<file path="src/rtl/uart_pkg.sv">
// Shared constants, register offsets and FSM state types for the UART peripheral.
package uart_pkg;

    localparam logic [15:0] DEFAULT_DIV = 16'd16;
    localparam logic [15:0] MIN_DIV     = 16'd4;

    localparam logic [31:0] RXSTATE_OFF = 32'h00;
    localparam logic [31:0] RXDATA_OFF  = 32'h04;
    localparam logic [31:0] TXSTATE_OFF = 32'h08;
    localparam logic [31:0] TXDATA_OFF  = 32'h0C;
    localparam logic [31:0] FLOW_OFF    = 32'h10;
    localparam logic [31:0] DIV_OFF     = 32'h18;

    typedef enum logic [1:0] {TX_IDLE, TX_START, TX_DATA, TX_STOP} tx_state_t;
    typedef enum logic [1:0] {RX_IDLE, RX_START, RX_DATA, RX_STOP} rx_state_t;

    function automatic logic [15:0] eff_div(input logic [15:0] d);
        return (d < MIN_DIV) ? MIN_DIV : d;
    endfunction

endpackage

</file>
<file path="src/rtl/bus_protocol_if.sv">
// Single-cycle SoC register bus; the peripheral side never stalls.
interface bus_protocol_if;

    logic [31:0] addr;
    logic        wen;
    logic        ren;
    logic [31:0] wdata;
    logic [31:0] rdata;
    logic        error;
    logic        request_stall;

    modport peripheral_vital (
        input  addr, wen, ren, wdata,
        output rdata, error, request_stall
    );

    modport cpu (
        output addr, wen, ren, wdata,
        input  rdata, error, request_stall
    );

endinterface

</file>
<file path="src/rtl/uart_rx.sv">
// 8N1 receiver: 2-FF synchroniser, start-glitch rejection, centre sampling.
module uart_rx
    import uart_pkg::*;
(
    input  logic        clk,
    input  logic        nReset,
    input  logic        rx_i,
    input  logic [15:0] div_i,
    output logic [7:0]  data_o,
    output logic        done_o,
    output logic        frame_err_o
);

    logic        sync1_q, sync2_q, prev_q;
    rx_state_t   state_q;
    logic [15:0] cnt_q, div_q;
    logic [2:0]  bit_q;
    logic [7:0]  shift_q;
    logic        done_q, ferr_q;

    always_ff @(posedge clk) begin
        if (!nReset) begin
            sync1_q <= 1'b1;
            sync2_q <= 1'b1;
            prev_q  <= 1'b1;
            state_q <= RX_IDLE;
            cnt_q   <= '0;
            div_q   <= DEFAULT_DIV;
            bit_q   <= '0;
            shift_q <= '0;
            done_q  <= 1'b0;
            ferr_q  <= 1'b0;
        end else begin
            sync1_q <= rx_i;
            sync2_q <= sync1_q;
            prev_q  <= sync2_q;
            done_q  <= 1'b0;
            ferr_q  <= 1'b0;
            case (state_q)
                RX_IDLE: begin
                    if (prev_q && !sync2_q) begin
                        state_q <= RX_START;
                        cnt_q   <= '0;
                        div_q   <= eff_div(div_i);
                    end
                end
                RX_START: begin
                    // Half a bit after the edge the line must still be low.
                    if (cnt_q == (div_q >> 1) - 16'd1) begin
                        cnt_q   <= '0;
                        bit_q   <= '0;
                        state_q <= sync2_q ? RX_IDLE : RX_DATA;
                    end else begin
                        cnt_q <= cnt_q + 16'd1;
                    end
                end
                RX_DATA: begin
                    if (cnt_q == div_q - 16'd1) begin
                        cnt_q   <= '0;
                        shift_q <= {sync2_q, shift_q[7:1]};
                        bit_q   <= bit_q + 3'd1;
                        if (bit_q == 3'd7) state_q <= RX_STOP;
                    end else begin
                        cnt_q <= cnt_q + 16'd1;
                    end
                end
                RX_STOP: begin
                    if (cnt_q == div_q - 16'd1) begin
                        cnt_q   <= '0;
                        state_q <= RX_IDLE;
                        done_q  <= sync2_q;
                        ferr_q  <= ~sync2_q;
                    end else begin
                        cnt_q <= cnt_q + 16'd1;
                    end
                end
                default: state_q <= RX_IDLE;
            endcase
        end
    end

    assign data_o      = shift_q;
    assign done_o      = done_q;
    assign frame_err_o = ferr_q;

endmodule

</file>
<file path="src/rtl/ahb_uart.sv">
// Memory-mapped 8N1 UART: register file, bus decode, TX FSM and optional cts/rts flow control.
module ahb_uart
    import uart_pkg::*;
(
    input  logic                     clk,
    input  logic                     nReset,
    input  logic                     rx,
    output logic                     tx,
    input  logic                     cts,
    output logic                     rts,
    bus_protocol_if.peripheral_vital bp
);

    logic [15:0] div_q;
    logic        flow_q, rx_valid_q, overrun_q, frame_err_q, rts_q;
    logic [7:0]  rx_data_q;
    tx_state_t   tx_state_q;
    logic [15:0] tx_cnt_q, tx_div_q;
    logic [7:0]  tx_shift_q;
    logic [2:0]  tx_bit_q;
    logic        tx_q, tx_busy_q;

    logic        sel_rxstate, sel_rxdata, sel_txstate, sel_txdata, sel_flow, sel_div;
    logic        tx_wr, tx_go, rx_rd, rx_done, rx_ferr;
    logic [7:0]  rx_byte;
    logic [31:0] rdata_c;
    logic        err_c;

    uart_rx u_rx (
        .clk         (clk),
        .nReset      (nReset),
        .rx_i        (rx),
        .div_i       (div_q),
        .data_o      (rx_byte),
        .done_o      (rx_done),
        .frame_err_o (rx_ferr)
    );

    assign sel_rxstate = (bp.addr == RXSTATE_OFF);
    assign sel_rxdata  = (bp.addr == RXDATA_OFF);
    assign sel_txstate = (bp.addr == TXSTATE_OFF);
    assign sel_txdata  = (bp.addr == TXDATA_OFF);
    assign sel_flow    = (bp.addr == FLOW_OFF);
    assign sel_div     = (bp.addr == DIV_OFF);

    assign tx_wr = bp.wen && sel_txdata && !tx_busy_q;
    assign tx_go = !flow_q || cts;
    assign rx_rd = bp.ren && sel_rxdata;

    always_comb begin
        rdata_c = '0;
        err_c   = 1'b0;
        if (bp.ren) begin
            if (sel_rxstate) rdata_c = {29'b0, frame_err_q, overrun_q, rx_valid_q};
            if (sel_rxdata)  rdata_c = {24'b0, rx_data_q};
            if (sel_txstate) rdata_c = {31'b0, tx_busy_q};
            if (sel_flow)    rdata_c = {31'b0, flow_q};
            if (sel_div)     rdata_c = {16'b0, div_q};
        end
        if ((bp.ren || bp.wen) &&
            !(sel_rxstate || sel_rxdata || sel_txstate || sel_txdata || sel_flow || sel_div))
            err_c = 1'b1;
        if (bp.wen && (sel_rxdata || sel_txstate)) err_c = 1'b1;
        if (bp.wen && sel_txdata && tx_busy_q)     err_c = 1'b1;
    end

    assign bp.rdata         = rdata_c;
    assign bp.error         = err_c;
    assign bp.request_stall = 1'b0;

    always_ff @(posedge clk) begin
        if (!nReset) begin
            div_q       <= DEFAULT_DIV;
            flow_q      <= 1'b0;
            rx_valid_q  <= 1'b0;
            overrun_q   <= 1'b0;
            frame_err_q <= 1'b0;
            rx_data_q   <= '0;
            rts_q       <= 1'b0;
        end else begin
            rts_q <= flow_q ? ~rx_valid_q : 1'b1;
            if (bp.wen && sel_rxstate) begin
                overrun_q   <= 1'b0;
                frame_err_q <= 1'b0;
            end
            if (bp.wen && sel_flow) flow_q <= bp.wdata[0];
            if (bp.wen && sel_div)  div_q  <= bp.wdata[15:0];
            // A read racing a fresh byte frees the slot, so the new byte is kept without overrun.
            if (rx_done) begin
                if (rx_valid_q && !rx_rd) begin
                    overrun_q <= 1'b1;
                end else begin
                    rx_data_q  <= rx_byte;
                    rx_valid_q <= 1'b1;
                end
            end else if (rx_rd) begin
                rx_valid_q <= 1'b0;
            end
            if (rx_ferr) frame_err_q <= 1'b1;
        end
    end

    always_ff @(posedge clk) begin
        if (!nReset) begin
            tx_state_q <= TX_IDLE;
            tx_cnt_q   <= '0;
            tx_div_q   <= DEFAULT_DIV;
            tx_shift_q <= '0;
            tx_bit_q   <= '0;
            tx_q       <= 1'b1;
            tx_busy_q  <= 1'b0;
        end else begin
            case (tx_state_q)
                TX_IDLE: begin
                    if (tx_wr) begin
                        tx_shift_q <= bp.wdata[7:0];
                        tx_busy_q  <= 1'b1;
                    end
                    // A pending byte held back by cts stays here with tx_busy set.
                    if ((tx_wr || tx_busy_q) && tx_go) begin
                        tx_state_q <= TX_START;
                        tx_q       <= 1'b0;
                        tx_cnt_q   <= '0;
                        tx_div_q   <= eff_div(div_q);
                    end
                end
                TX_START: begin
                    if (tx_cnt_q == tx_div_q - 16'd1) begin
                        tx_cnt_q   <= '0;
                        tx_bit_q   <= '0;
                        tx_q       <= tx_shift_q[0];
                        tx_shift_q <= {1'b0, tx_shift_q[7:1]};
                        tx_state_q <= TX_DATA;
                    end else begin
                        tx_cnt_q <= tx_cnt_q + 16'd1;
                    end
                end
                TX_DATA: begin
                    if (tx_cnt_q == tx_div_q - 16'd1) begin
                        tx_cnt_q <= '0;
                        if (tx_bit_q == 3'd7) begin
                            tx_q       <= 1'b1;
                            tx_state_q <= TX_STOP;
                        end else begin
                            tx_q       <= tx_shift_q[0];
                            tx_shift_q <= {1'b0, tx_shift_q[7:1]};
                            tx_bit_q   <= tx_bit_q + 3'd1;
                        end
                    end else begin
                        tx_cnt_q <= tx_cnt_q + 16'd1;
                    end
                end
                TX_STOP: begin
                    if (tx_cnt_q == tx_div_q - 16'd1) begin
                        tx_cnt_q   <= '0;
                        tx_busy_q  <= 1'b0;
                        tx_state_q <= TX_IDLE;
                    end else begin
                        tx_cnt_q <= tx_cnt_q + 16'd1;
                    end
                end
                default: tx_state_q <= TX_IDLE;
            endcase
        end
    end

    assign tx  = tx_q;
    assign rts = rts_q;

endmodule

</file>
<file path="src/flat_wrapper.sv">
// flat-port wrapper written by rule: the top's interface ports become plain ports
module ahb_uart_flat import uart_pkg::*;
  (clk, nReset, rx, tx, cts, rts, bp_addr, bp_wen, bp_ren, bp_wdata, bp_rdata, bp_error, bp_request_stall);
  bus_protocol_if bp_i ();
  input  logic clk;
  input  logic nReset;
  input  logic rx;
  output logic tx;
  input  logic cts;
  output logic rts;
  input wire logic [$bits(bp_i.addr)-1:0] bp_addr;
  input wire logic [$bits(bp_i.wen)-1:0] bp_wen;
  input wire logic [$bits(bp_i.ren)-1:0] bp_ren;
  input wire logic [$bits(bp_i.wdata)-1:0] bp_wdata;
  output wire logic [$bits(bp_i.rdata)-1:0] bp_rdata;
  output wire logic [$bits(bp_i.error)-1:0] bp_error;
  output wire logic [$bits(bp_i.request_stall)-1:0] bp_request_stall;
  assign bp_i.addr = bp_addr;
  assign bp_i.wen = bp_wen;
  assign bp_i.ren = bp_ren;
  assign bp_i.wdata = bp_wdata;
  assign bp_rdata = bp_i.rdata;
  assign bp_error = bp_i.error;
  assign bp_request_stall = bp_i.request_stall;
  ahb_uart u_core (.clk(clk), .nReset(nReset), .rx(rx), .tx(tx), .cts(cts), .rts(rts), .bp(bp_i));
endmodule
</file>
<file path="config.mk">
export PLATFORM = sky130hd
export DESIGN_NAME = ahb_uart_flat
export DESIGN_NICKNAME = d
export VERILOG_FILES = /design/src/rtl/uart_pkg.sv /design/src/rtl/bus_protocol_if.sv /design/src/rtl/uart_rx.sv /design/src/rtl/ahb_uart.sv /design/src/flat_wrapper.sv
export SDC_FILE = /design/constraint.sdc
export NUM_CORES = 1
export LEC_CHECK = 0
export CORE_AREA = 3 3 128 117
export DETAILED_ROUTE_END_ITERATION = 8
export DIE_AREA = 0 0 131 120
export GPL_TIMING_DRIVEN = 0
export PLACE_DENSITY_LB_ADDON = 0.3
export SYNTH_ARGS = -nofsm -noshare
export SYNTH_HDL_FRONTEND = slang
export SYNTH_SLANG_ARGS = --single-unit
</file>
<file path="constraint.sdc">
create_clock -name clk -period 4.1 [get_ports clk]
set_input_delay 0.41 -clock clk [delete_from_list [all_inputs] [get_ports clk]]
set_output_delay 0.41 -clock clk [all_outputs]
set_load 0.01 [all_outputs]
</file>
* Word level (Yosys, flattened, before mapping)
Index checks and enable logic that the tools add are counted.
** Word-level totals
- Flip-flop bits (word level) :: 126
- Output and inout port bits :: 36
** Operators by class
- Add/sub/neg operators :: 7
- $lt $le $gt $ge :: 1
- Equal/unequal tests :: 29
- Mux-type cells :: 59
- Bitwise operators :: 3
- Reduce and logical (&&, ||, !) cells :: 50
** Operator list (count)
- $mux W16 :: 7
- $eq A32 B4 Y1 const B :: 2
- $eq A32 B5 Y1 const B :: 2
- $mux W8 :: 7
- $eq A16 B16 Y1 :: 3
- $pmux W16 S3 :: 1
- $add A16 B1 Y16 const B :: 2
- $eq A32 B3 Y1 const B :: 1
- $logic_not A32 Y1 :: 1
- $mux W32 :: 1
- $pmux W16 S2 :: 1
- $sub A16 B1 Y16 const B :: 2
- $pmux W8 S3 :: 1
- $mux W2 :: 11
- $mux W1 :: 18
- $mux W3 :: 6
- $lt A16 B3 Y1 const B :: 1
- $pmux W2 S4 :: 2
- $sub A15 B1 Y16 const B :: 1
- $reduce_and A5 Y1 :: 3
- $ne A2 B2 Y1 const B :: 7
- $logic_and A1 B1 Y1 :: 12
- $ne A2 B1 Y1 const B :: 6
- $pmux W3 S2 :: 2
- other kinds (17) :: 49

* Depth between registers and ports, before layout
- Depth after elaboration :: 11
- Mapped depth :: 13

* By module
A second synthesis with hierarchy kept.
** Unflattened totals
- Cell total of the unflattened synthesis :: 965
- Area total of the unflattened synthesis :: 7775.0 µm²
** Modules (own cells, without submodules)
- ahb_uart :: times used 1, cells each 510, area an instance 4252.8 µm²
- uart_rx :: times used 1, cells each 455, area an instance 3522.1 µm²

* Worst setup path before layout
Ideal clock, no wire load.
- Kind :: reg2reg
- From :: register u_core.u_rx.div_q[2]
- To :: register u_core.u_rx.cnt_q[15]
- Library setup time :: 122 ps
- Data arrival time :: 2777 ps
- Required time :: 3978 ps
- Setup slack :: 1202 ps
- Cell stages (with the launch flop) :: 12
- Clock period less this slack :: 2898 ps
- Cell sequence :: dfxtp_1 > buf_2 > inv_1 > ha_1 > or3b_1 > or3_1 > a2111oi_0 > o22ai_1 > nor4_4 > nor3_1 > o21a_1 > a221o_1
** Between the ends
- Cells in the longest elaborated chain, start to end :: 4
** RTL lines
- start, declared :: RTL line uart_rx.sv:16 : logic [15:0] cnt_q, div_q;
- start signal, assigned :: RTL line uart_rx.sv:44 : div_q <= eff_div(div_i);
- $sub A16 B1 Y16 / $sub A15 B1 Y16 (equally long branches) :: RTL line uart_rx.sv:58, uart_rx.sv:68, uart_rx.sv:49
- $eq A16 B16 Y1, on equally long branches :: RTL line uart_rx.sv:58, uart_rx.sv:68, uart_rx.sv:49
- $mux W16, on equally long branches :: RTL line uart_rx.sv:58, uart_rx.sv:68, uart_rx.sv:49
- $pmux W16 S3 (*) :: RTL line uart_rx.sv:39 : case (state_q)
- end signal, assigned :: RTL line uart_rx.sv:54 : cnt_q <= cnt_q + 16'd1;
- end signal, assigned :: RTL line uart_rx.sv:64 : cnt_q <= cnt_q + 16'd1;
- end signal, assigned :: RTL line uart_rx.sv:74 : cnt_q <= cnt_q + 16'd1;
- end, declared :: RTL line uart_rx.sv:16
Mark *: on every way between the ends. The rest lies on a longest branch, timed or not.
A chain may end at the register's enable or synchronous reset.

* Worst setup path after layout
- From :: input bp_addr[12]
- To :: output bp_rdata[5]
** Between the ends
- Cells in the longest elaborated chain, start to end :: 6
** RTL lines
- start, declared :: RTL line flat_wrapper.sv:11 : input wire logic [$bits(bp_i.addr)-1:0] bp_addr;
- $eq A32 B3 Y1 :: RTL line ahb_uart.sv:40 : assign sel_rxdata = (bp.addr == RXDATA_OFF);
- $mux W8 :: RTL line ahb_uart.sv:55 : if (sel_rxdata) rdata_c = {24'b0, rx_data_q};
- $mux W8 :: RTL line ahb_uart.sv:56 : if (sel_txstate) rdata_c = {31'b0, tx_busy_q};
- $mux W8 :: RTL line ahb_uart.sv:57 : if (sel_flow) rdata_c = {31'b0, flow_q};
- $mux W16 (*) :: RTL line ahb_uart.sv:58 : if (sel_div) rdata_c = {16'b0, div_q};
- $mux W32 (*) :: RTL line ahb_uart.sv:53 : if (bp.ren) begin
- end, declared :: RTL line flat_wrapper.sv:15 : output wire logic [$bits(bp_i.rdata)-1:0] bp_rdata;
Marked as above.

==> flow_summary.ini <==
[global_route]
grt_util_met3 = 0.0681
grt_pass1_vias = 6839
grt.met2_usage = 0.406
grtUsageMet1 = 0.366
grt_overflow = 0
grt_max_degree = 17
grt_usage = 0.267
top_usage_layer = met2
antenna_found_initial = 0
grt_pass1_wl_mm = 33.5

[clock_network]
path_clk_slew_ns = 0.06
cts-htree-levels = 4
post_cts_resized = 0
ctsRootBufferMaster = clkbuf_16
cts_tree = yes
numCtsBuffers = 17
worst_skew_pair.late_latency_ns = 0.43
cts_sinks = 126
ctsLongestPathBuffers = 2
cts_setup_buffers = 0
cts.hold.buffers_added = 0

[timing]
worst_hold_slack_ns = 0.427
final-hold-violation-count = 0
drv_slew = 0
fin_crit_sh = 0.952
max_clock_freq_mhz = 256
tightest_slew_ns = 1.01
skew_ns = 0.00566
finalCriticalPeriod_ns = 3.90
setup_violations = 0
setup_ws_ns = 0.195
slew_headroom = 0.315

[die]
fp-row-count = 41
coreArea_sq_um = 13900
ios = 106
start_util = 0.549
dieHeight_um = 120
die_x_um = 131
dieArea_sq_um = 15700

[power]
ir_drop_v = 0.000319
power_leakage_nw = 3.71
p_total_mw = 3.69
power.density_nw_per_um2 = 399

[setup_path]
slowest_delay_ns = 0.56
arrival_ns = 3.49
worstSetupPathType = primary input to output port
crit_fanout = 10
end_kind = output port
slowest_stage = clkdlybuf4s50_1
startpoint_type = primary input
worstPathRequired_ns = 3.69
path_cells = clkdlybuf4s50_1 > nor4_1 > nand4_1 > nor4_2 > and2_1 > clkbuf_1 > clkbuf_1 > a22oi_1 > nor2b_1 > clkdlybuf4s50_1

[synth]
synth_edf_count = 0
yosys.area.top_type = dfxtp_1
yosysWarnings = 0
synthCells = 960
synth_adder_area_share = 0.0246
synth-xor-area-share = 0.0677
synth_area_sq_um = 7630
synth_compound_area_frac = 0.173
synth_cell_type_count = 73
synth-main-ff-cell = dfxtp_1
ys_seq_elements = 126
synth_area_per_cell_sq_um = 7.95
yosys-top-cells-area = dfxtp_1 (33%), mux2i_1 (6.2%), nand2_1 (5.1%)
yosys.area_share.simple = 0.273
synth.area.mux_share = 0.0616
yosysSeqAreaShare = 0.330
async_flop_share = 0
synth_top_family_by_area = simple AND/OR/NAND/NOR gates
synth_top_area_frac = 0.330

[place]
port_buffers = 71
gp_congestion = 0.925
dp.final_hpwl_mm = 15.1
dpl_cell_area_sq_um = 8650
pre_cts_slack_ns = 0.120

[final_layout]
syn_to_final_growth_pct = 21.2
multi_input_area_sq_um = 4650
ff_latch_area_sq_um = 2520
fin_area_sq_um = 9250
diodes = 0
drive_above_1_share = 0.0732
fin_util = 0.665
layout.nets = 1151
fill_cells = 1174

[detailed_routing]
detail-route-antenna-nets = 0
wl_per_cell_um = 16.4
drtPass1Iterations = 7
vias = 7431
post_drt_via_cell_ratio = 5.84
drcViolationCount = 0
drt_iter0_drc = 608
routed_wl_mm = 20.8

[job]
cap_violations = 0

[worst_hold_path]
hold_class = flop to flop

[outcome]
status = completed
==> state kept, by name, summed over array words and instances (netlist names), 8 cells and up, named ones only <==
register / cells
u_core.div_q: 16
u_core.rx_data_q: 8
u_core.tx_cnt_q: 16
u_core.tx_div_q: 16
u_core.tx_shift_q: 8
u_core.u_rx.cnt_q: 16
u_core.u_rx.data_o: 8
u_core.u_rx.div_q: 16
==> worst paths after layout <==
path                             start               endpoint  slack (ns)  cells past startpoint
setup / recovery           bp_addr[12]            bp_rdata[5]        0.20                     10
hold / removal     u_core.u_rx.sync1_q    u_core.u_rx.sync2_q        0.43                      1
setup reg to reg  u_core.u_rx.div_q[6]  u_core.u_rx.cnt_q[13]        0.52                     10
hold reg to reg    u_core.u_rx.sync1_q    u_core.u_rx.sync2_q        0.43                      1
==> metal layers <==
metal / routed length (um) / share of wire
met3: 1790 / 0.086
met5: 0 / 0
met1: 9240 / 0.44
met4: 506 / 0.024
met2: 9280 / 0.45
==> report_power, final <==
part | leakage (nW) | switching, mW | internal, mW | total (mW)
Clock | 0.291 | 0.617 | 0.913 | 1.53
Combinational | 2.40 | 0.470 | 0.342 | 0.812
Sequential | 1.02 | 0.0578 | 1.29 | 1.35
Total | 3.71 | 1.14 | 2.55 | 3.69
==> placed cells by master (no fill, tap or decap), drive strengths merged, types with 13 or more instances in the layout <==
| cell | n |
|---|---|
| dfxtp | 126 |
| nor2b | 20 |
| nand2b | 14 |
| and3 | 28 |
| xnor2 | 40 |
| o21ai | 29 |
| conb | 17 |
| xor2 | 19 |
| nor2 | 80 |
| a21oi | 62 |
| ha | 15 |
| buf | 34 |
| clkdlybuf4s50 | 71 |
| nand2 | 104 |
| nor4 | 26 |
| inv | 34 |
| nand3 | 44 |
| nor3 | 25 |
| mux2i | 47 |
| o221ai | 13 |
| clkbuf | 73 |
==> critical path: cells and delay by family <==
kind / cells / cell delay, ns
buffers and inverters: 4 / 1.50
and+or+nand+nor: 5 / 1.42
AOI/OAI and AO/OA: 1 / 0.17
==> synthesized netlist by cell type, drive strengths merged (9+ instances only) <==
library cell	instances
o21ai	29
dfxtp	126
xor2	19
nor4	26
or3	9
nor2	80
nor3b	11
o221ai	13
nand2b	14
nand2	104
nand3	44
inv	26
clkbuf	56
a21o	9
buf	34
a311oi	9
nor3	25
mux2i	47
and3	28
ha	15
xnor2	40
a21oi	62
nor2b	20
==> cells by family (layout without fill, tap and decap cells) <==
group	Yosys count	count (layout)
buf+inv	116	219
mux	47	47
compound gates	194	194
other cells	1	17
flops	126	126
fa+ha+maj	15	15
simple gates	402	402
xor+xnor	59	59
==> through the flow <==
stage | setup TNS (ns) | std cells
after floorplan | 0 | 976
after global placement | 0 | 1240
after detailed placement | 0 | 1240
after CTS | 0 | 1272
after global routing | -0.0163 | 1272
final | 0 | 1272
==> layout make-up <==
class | instances | share of cell area
plain buffers | 90 | 0.0464
clock buffers | 17 | 0.0460
clock inverters | 15 | 0.0187
inverters | 26 | 0.0106
multi-input cells | 734 | 0.503
flip-flops and latches | 126 | 0.273
well taps | 193 | 0.0261
repair buffers | 71 | 0.0768
No activity file was read; power rests on OpenSTA's default activity.
